==> src/rtl/mdl_xxx_fifo_pkg.sv <==
// -----------------------------------------------------------------------------
// mdl_xxx_fifo_pkg
// Shared constants for the AXI4-Stream elastic FIFO between the DMA/stream
// interface and the accelerator core.
//   FIFO_DATA_W    default TDATA width
//   FIFO_KEEP_W    default TKEEP width (one bit per data byte)
//   FIFO_DEPTH_DEF default number of entries (power of two, >= 2)
//   FIFO_CNT_W     width of the occupancy port seen by software/debug
// -----------------------------------------------------------------------------
package mdl_xxx_fifo_pkg;

    localparam int FIFO_DATA_W    = 64;
    localparam int FIFO_KEEP_W    = FIFO_DATA_W / 8;
    localparam int FIFO_DEPTH_DEF = 16;
    localparam int FIFO_CNT_W     = 32;

    // Width of one stored entry: {TLAST, TKEEP, TDATA}.
    function automatic int fifo_entry_w(input int data_w);
        return data_w + (data_w / 8) + 1;
    endfunction

    // Pointer width for a power-of-two depth; at least one bit.
    function automatic int fifo_ptr_w(input int depth);
        int w;
        w = 0;
        while ((1 << w) < depth) begin
            w = w + 1;
        end
        return (w < 1) ? 1 : w;
    endfunction

endpackage

==> src/rtl/mdl_xxx_fifo_ram.sv <==
// -----------------------------------------------------------------------------
// mdl_xxx_fifo_ram
// Storage array for the stream FIFO: one synchronous write port and one
// asynchronous read port, shaped so it maps onto distributed RAM.
// Contents are never cleared; the FIFO control logic decides what is valid.
//   clk    write clock
//   we     write enable
//   waddr  write address
//   wdata  write data
//   raddr  read address
//   rdata  read data, combinational from raddr
// -----------------------------------------------------------------------------
module mdl_xxx_fifo_ram #(
    parameter int WIDTH  = 73,
    parameter int DEPTH  = 16,
    parameter int ADDR_W = 4
) (
    input  logic              clk,
    input  logic              we,
    input  logic [ADDR_W-1:0] waddr,
    input  logic [WIDTH-1:0]  wdata,
    input  logic [ADDR_W-1:0] raddr,
    output logic [WIDTH-1:0]  rdata
);

    logic [WIDTH-1:0] mem [DEPTH];

    always_ff @(posedge clk) begin
        if (we) begin
            mem[waddr] <= wdata;
        end
    end

    assign rdata = mem[raddr];

endmodule

==> src/rtl/mdl_xxx_fifo.sv <==
// -----------------------------------------------------------------------------
// mdl_xxx_fifo
// Single-clock AXI4-Stream FIFO with TKEEP/TLAST sideband, first-word
// fall-through on the read side, and an occupancy count for software/debug.
//   iSYS_CLK            clock, rising edge
//   iSYS_RST            synchronous active-high reset
//   iS_AXIS_*           slave (write) side: TVALID/TREADY/TDATA/TKEEP/TLAST
//   iM_AXIS_TREADY      master (read) side ready from the consumer
//   oM_AXIS_*           master side: TVALID and head-of-FIFO word
//   axis_rd_data_count  words stored (0..DEPTH), zero-extended
// -----------------------------------------------------------------------------
module mdl_xxx_fifo
    import mdl_xxx_fifo_pkg::*;
#(
    parameter int DATA_W = FIFO_DATA_W,
    parameter int DEPTH  = FIFO_DEPTH_DEF
) (
    input  logic                  iSYS_CLK,
    input  logic                  iSYS_RST,
    input  logic                  iS_AXIS_TVALID,
    output logic                  oS_AXIS_TREADY,
    input  logic [DATA_W-1:0]     iS_AXIS_TDATA,
    input  logic [DATA_W/8-1:0]   iS_AXIS_TKEEP,
    input  logic                  iS_AXIS_TLAST,
    output logic                  oM_AXIS_TVALID,
    input  logic                  iM_AXIS_TREADY,
    output logic [DATA_W-1:0]     oM_AXIS_TDATA,
    output logic [DATA_W/8-1:0]   oM_AXIS_TKEEP,
    output logic                  oM_AXIS_TLAST,
    output logic [FIFO_CNT_W-1:0] axis_rd_data_count
);

    localparam int KEEP_W  = DATA_W / 8;
    localparam int ENTRY_W = fifo_entry_w(DATA_W);
    localparam int PTR_W   = fifo_ptr_w(DEPTH);
    localparam int OCC_W   = PTR_W + 1;

    localparam logic [OCC_W-1:0] OCC_FULL = OCC_W'(DEPTH);
    localparam logic [OCC_W-1:0] OCC_ONE  = OCC_W'(1);
    localparam logic [PTR_W-1:0] PTR_ONE  = PTR_W'(1);

    logic [PTR_W-1:0]   wr_ptr;
    logic [PTR_W-1:0]   rd_ptr;
    logic [OCC_W-1:0]   occ;
    logic               full;
    logic               empty;
    logic               wr_fire;
    logic               rd_fire;
    logic [ENTRY_W-1:0] wr_entry;
    logic [ENTRY_W-1:0] rd_entry;

    assign full  = (occ == OCC_FULL);
    assign empty = (occ == '0);

    // Both handshake outputs are forced low while reset is asserted so the
    // neighbours never see a stale occupancy during the reset cycle.
    assign oS_AXIS_TREADY = !full && !iSYS_RST;
    assign oM_AXIS_TVALID = !empty && !iSYS_RST;

    assign wr_fire = iS_AXIS_TVALID && oS_AXIS_TREADY;
    assign rd_fire = oM_AXIS_TVALID && iM_AXIS_TREADY;

    assign wr_entry = {iS_AXIS_TLAST, iS_AXIS_TKEEP, iS_AXIS_TDATA};

    mdl_xxx_fifo_ram #(
        .WIDTH  (ENTRY_W),
        .DEPTH  (DEPTH),
        .ADDR_W (PTR_W)
    ) u_ram (
        .clk    (iSYS_CLK),
        .we     (wr_fire),
        .waddr  (wr_ptr),
        .wdata  (wr_entry),
        .raddr  (rd_ptr),
        .rdata  (rd_entry)
    );

    // Pointers are exactly log2(DEPTH) bits, so the increment wraps by itself.
    always_ff @(posedge iSYS_CLK) begin
        if (iSYS_RST) begin
            wr_ptr <= '0;
            rd_ptr <= '0;
            occ    <= '0;
        end else begin
            if (wr_fire) begin
                wr_ptr <= wr_ptr + PTR_ONE;
            end
            if (rd_fire) begin
                rd_ptr <= rd_ptr + PTR_ONE;
            end
            if (wr_fire && !rd_fire) begin
                occ <= occ + OCC_ONE;
            end else if (rd_fire && !wr_fire) begin
                occ <= occ - OCC_ONE;
            end
        end
    end

    assign oM_AXIS_TDATA = rd_entry[DATA_W-1:0];
    assign oM_AXIS_TKEEP = rd_entry[DATA_W +: KEEP_W];
    assign oM_AXIS_TLAST = rd_entry[ENTRY_W-1];

    assign axis_rd_data_count = iSYS_RST ? '0
                              : {{(FIFO_CNT_W-OCC_W){1'b0}}, occ};

endmodule

==> config.mk <==
export PLATFORM = sky130hd
export DESIGN_NAME = mdl_xxx_fifo
export DESIGN_NICKNAME = d
export VERILOG_FILES = /design/src/rtl/mdl_xxx_fifo_pkg.sv /design/src/rtl/mdl_xxx_fifo_ram.sv /design/src/rtl/mdl_xxx_fifo.sv
export SDC_FILE = /design/constraint.sdc
export NUM_CORES = 1
export LEC_CHECK = 0
export CORE_MARGIN = 8
export CORE_UTILIZATION = 55
export DETAILED_ROUTE_END_ITERATION = 10
export PLACE_DENSITY = 0.73
export SYNTH_ARGS = -nofsm -noshare
export SYNTH_HDL_FRONTEND = slang
export SYNTH_SLANG_ARGS = --single-unit
==> constraint.sdc <==
create_clock -name iSYS_CLK -period 4.7 [get_ports iSYS_CLK]
set_input_delay 1.175 -clock iSYS_CLK [delete_from_list [all_inputs] [get_ports iSYS_CLK]]
set_output_delay 1.175 -clock iSYS_CLK [all_outputs]
set_load 0.01 [all_outputs]
==> results_dict.tcl <==
set metrics [dict create \
    cts_hold_buffers 0 \
    die_area_um2 90780 \
    final-setup-viol-count 0 \
    synth-compound-area-share_pct 2.638 \
    overflow 0 \
    coreArea_um2 80550 \
    leakagePower_nw 16.07 \
    maxSlewViolCount 0 \
    postLayoutCellArea_um2 51730 \
    ff2ff_path_depth 11 \
    grt_setup_unrepaired "no" \
    grt_pass1_vias 22040 \
    drive_above_1_share_pct 24.12 \
    cp-end-kind "primary output" \
    cts_num_sinks 1185 \
    crit_required_ns 3.52 \
    cts_made_buffers 114 \
    critPathKind "reg2out" \
    start_util_pct 55.58 \
    cts-root-buf "clkbuf_16" \
    maxCapViolCount 0 \
    antenna_found_initial 10 \
    period_share_pct 95.42 \
    clk_latency_ns 0.70 \
    rows 104 \
    cp-start-kind "flip-flop" \
    synth_cell_types 33 \
    yosys.area.top_type "edfxtp_1" \
    synthMostInstantiatedCell "edfxtp_1" \
    fin_util_pct 64.22 \
    synthFlopType "edfxtp_1" \
    clk_pin_slew_ns 0.06 \
    ir_drop_mv 0.3543 \
    synth_area_um2 44770 \
    fin_worst_skew_ns 0.03318 \
    vias_per_cell 6.262 \
    postRouteAntennaNets 0 \
    postCtsSetupBuffers 0 \
    route.detailed.drc 0 \
    tns_ns 0 \
    synthTopCellsByCount "edfxtp_1 (1168), mux4_2 (292), a22oi_1 (146)" \
    grt_max_degree 84 \
    ios 184 \
    avgSynthCellArea_um2 23.29 \
    hpwl_um 50890 \
    synth_edf_count 1168 \
    yosys_warnings 0 \
    grtUsageTotal_pct 21.43 \
    synth_top_family_by_area "multiplexers" \
    seq_area_frac_synth_pct 79.10 \
    ys_seq_elements 1185 \
    wire_per_inst_um 29.45 \
    final.min_clock_period_ns 4.485 \
    hold_class "reg2reg" \
    grt_pass1_wl_um 143800 \
    min_path_cells 2 \
    tightest_slew_ns 0.6424 \
    chipHeight_um 301.3 \
    cts_resized 0 \
    maxSlewHeadroom_pct 57.17 \
    place_ws_ns 0.8021 \
    synth-simple-area-share_pct 1.319 \
    clock_path_buffers 3 \
    dpl-instance-area_um2 48090 \
    worst_slack_ns 0.2154 \
    status "finished, final reports clean" \
    clock.fmax_mhz 223.0 \
    htreeDepth 3 \
    synth.area.mux_share_pct 14.81 \
    netlist_top_cells_area "edfxtp_1 (78%), mux4_2 (15%), a22oi_1 (2.4%), dfxtp_1 (0.76%), buf_4 (0.67%)" \
    drtIter0Drc 2180 \
    synth_top_cell_area_share_pct 78.34 \
    drt_first_pass_iters 5 \
    arrival_ns 3.31 \
    synthXorXnorAreaFrac_pct 0.1369 \
    crit_fanout 19 \
    cts_tree "built" \
    async_flop_share_pct 0 \
    routed_wl_um 97650 \
    hold_viol 0 \
    synthAdderAreaFrac_pct 0.2962 \
    power-per-cell-area_nw_per_um2 499.8 \
    die_x_um 301.3 \
    port_buffers 156 \
    globalplace.congestion 0.7168 \
    syn_inst 1922 \
    nNetsFinal 2238 \
    area_growth_pct 15.54 \
    dr_total_vias 20770 \
]
through the flow:
| stage | power [mW] | std cells | hold slack, ns |
|---|---|---|---|
| floorplan | 15.64 | 1948 | 0.4847 |
| global placement | 17.23 | 3095 | 0.5275 |
| detailed placement | 17.32 | 3095 | 0.5387 |
| CTS | 26.10 | 3311 | 0.5546 |
| global route | 26.79 | 3313 | 0.5976 |
| finish | 25.85 | 3316 | 0.5459 |
state kept, by name (all words and copies together) (netlist names), named ones only:
register and count:
wr_ptr 4, rd_ptr 4, occ 5, u_ram.mem 1168
worst max-delay path: stages (launching register included):
cell and delay [ns]:
dfxtp_4 0.49, buf_12 0.25, buf_4 0.34, mux4_2 0.54, a22oi_1 0.29, nand2_1 0.17
clkdlybuf4s50_1 0.51
per-layer routing:
metal | wire [µm] | vias to the layer above | track usage [%]
met5 | 49 | - | 0
met4 | 2082 | 8 | 6.261
met3 | 7279 | 124 | 3.922
met2 | 49880 | 913 | 36.12
met1 | 38360 | 11080 | 28.75
li1 | - | 8636 | -
cells by family (layout without fill, tap and decap cells):
family,Yosys count,in the layout
AOI/OAI and AO/OA,159,159
xor gates and xnor gates,7,7
adders and majority gates,10,10
buffers and inverters,134,437
DFF,1185,1185
muxes,297,297
other,1,32
and+or+nand+nor,129,129
cell type report:
type / count / area [µm²]
Clock buffer: 130 / 2913
Timing Repair Buffer: 217 / 2545
Antenna cell: 5 / 12.51
Tap cell: 1060 / 1326
Inverter: 4 / 15.01
Multi-Input combinational cell: 629 / 8781
Sequential cell: 1185 / 35420
Clock inverter: 86 / 713.2
Fill cell: 5110 / 28820
worst paths after layout:
check,start,slack [ns],endpoint
worst max-delay path,flip-flop,0.22,oM_AXIS_TDATA[9]
worst min-delay path,rd_ptr[3],0.55,rd_ptr[3]
worst max register to register,occ[0],1.60,occ[4]
worst min register to register,rd_ptr[3],0.55,rd_ptr[3]
where the power goes:
| group | internal [mW] | switching [mW] |
|---|---|---|
| Sequential | 11.8 | 0.124 |
| Combinational | 2.68 | 2.40 |
| Clock | 4.96 | 3.88 |
layout by cell type (no fill, tap or decap), types with 3 or more instances in the layout:
master / instances
edfxtp_1: 1168
mux4_2: 292
clkdlybuf4s50_1: 156
a22oi_1: 146
clkbuf_16: 114
nand2_1: 75
buf_12: 42
clkinv_1: 36
conb_1: 27
clkinv_2: 26
buf_4: 19
nor2_1: 18
clkbuf_1: 16
dfxtp_1: 15
ha_1: 9
bufinv_16: 9
and4_4: 8
nor2b_1: 8
and3_4: 8
diode_2: 5
a21oi_1: 5
inv_6: 5
inv_1: 4
xor2_1: 4
clkinvlp_4: 4
mux2i_1: 3
xnor2_1: 3
o211ai_1: 3
nand3_1: 3
Note: power is estimated with default switching activity, not from simulation.
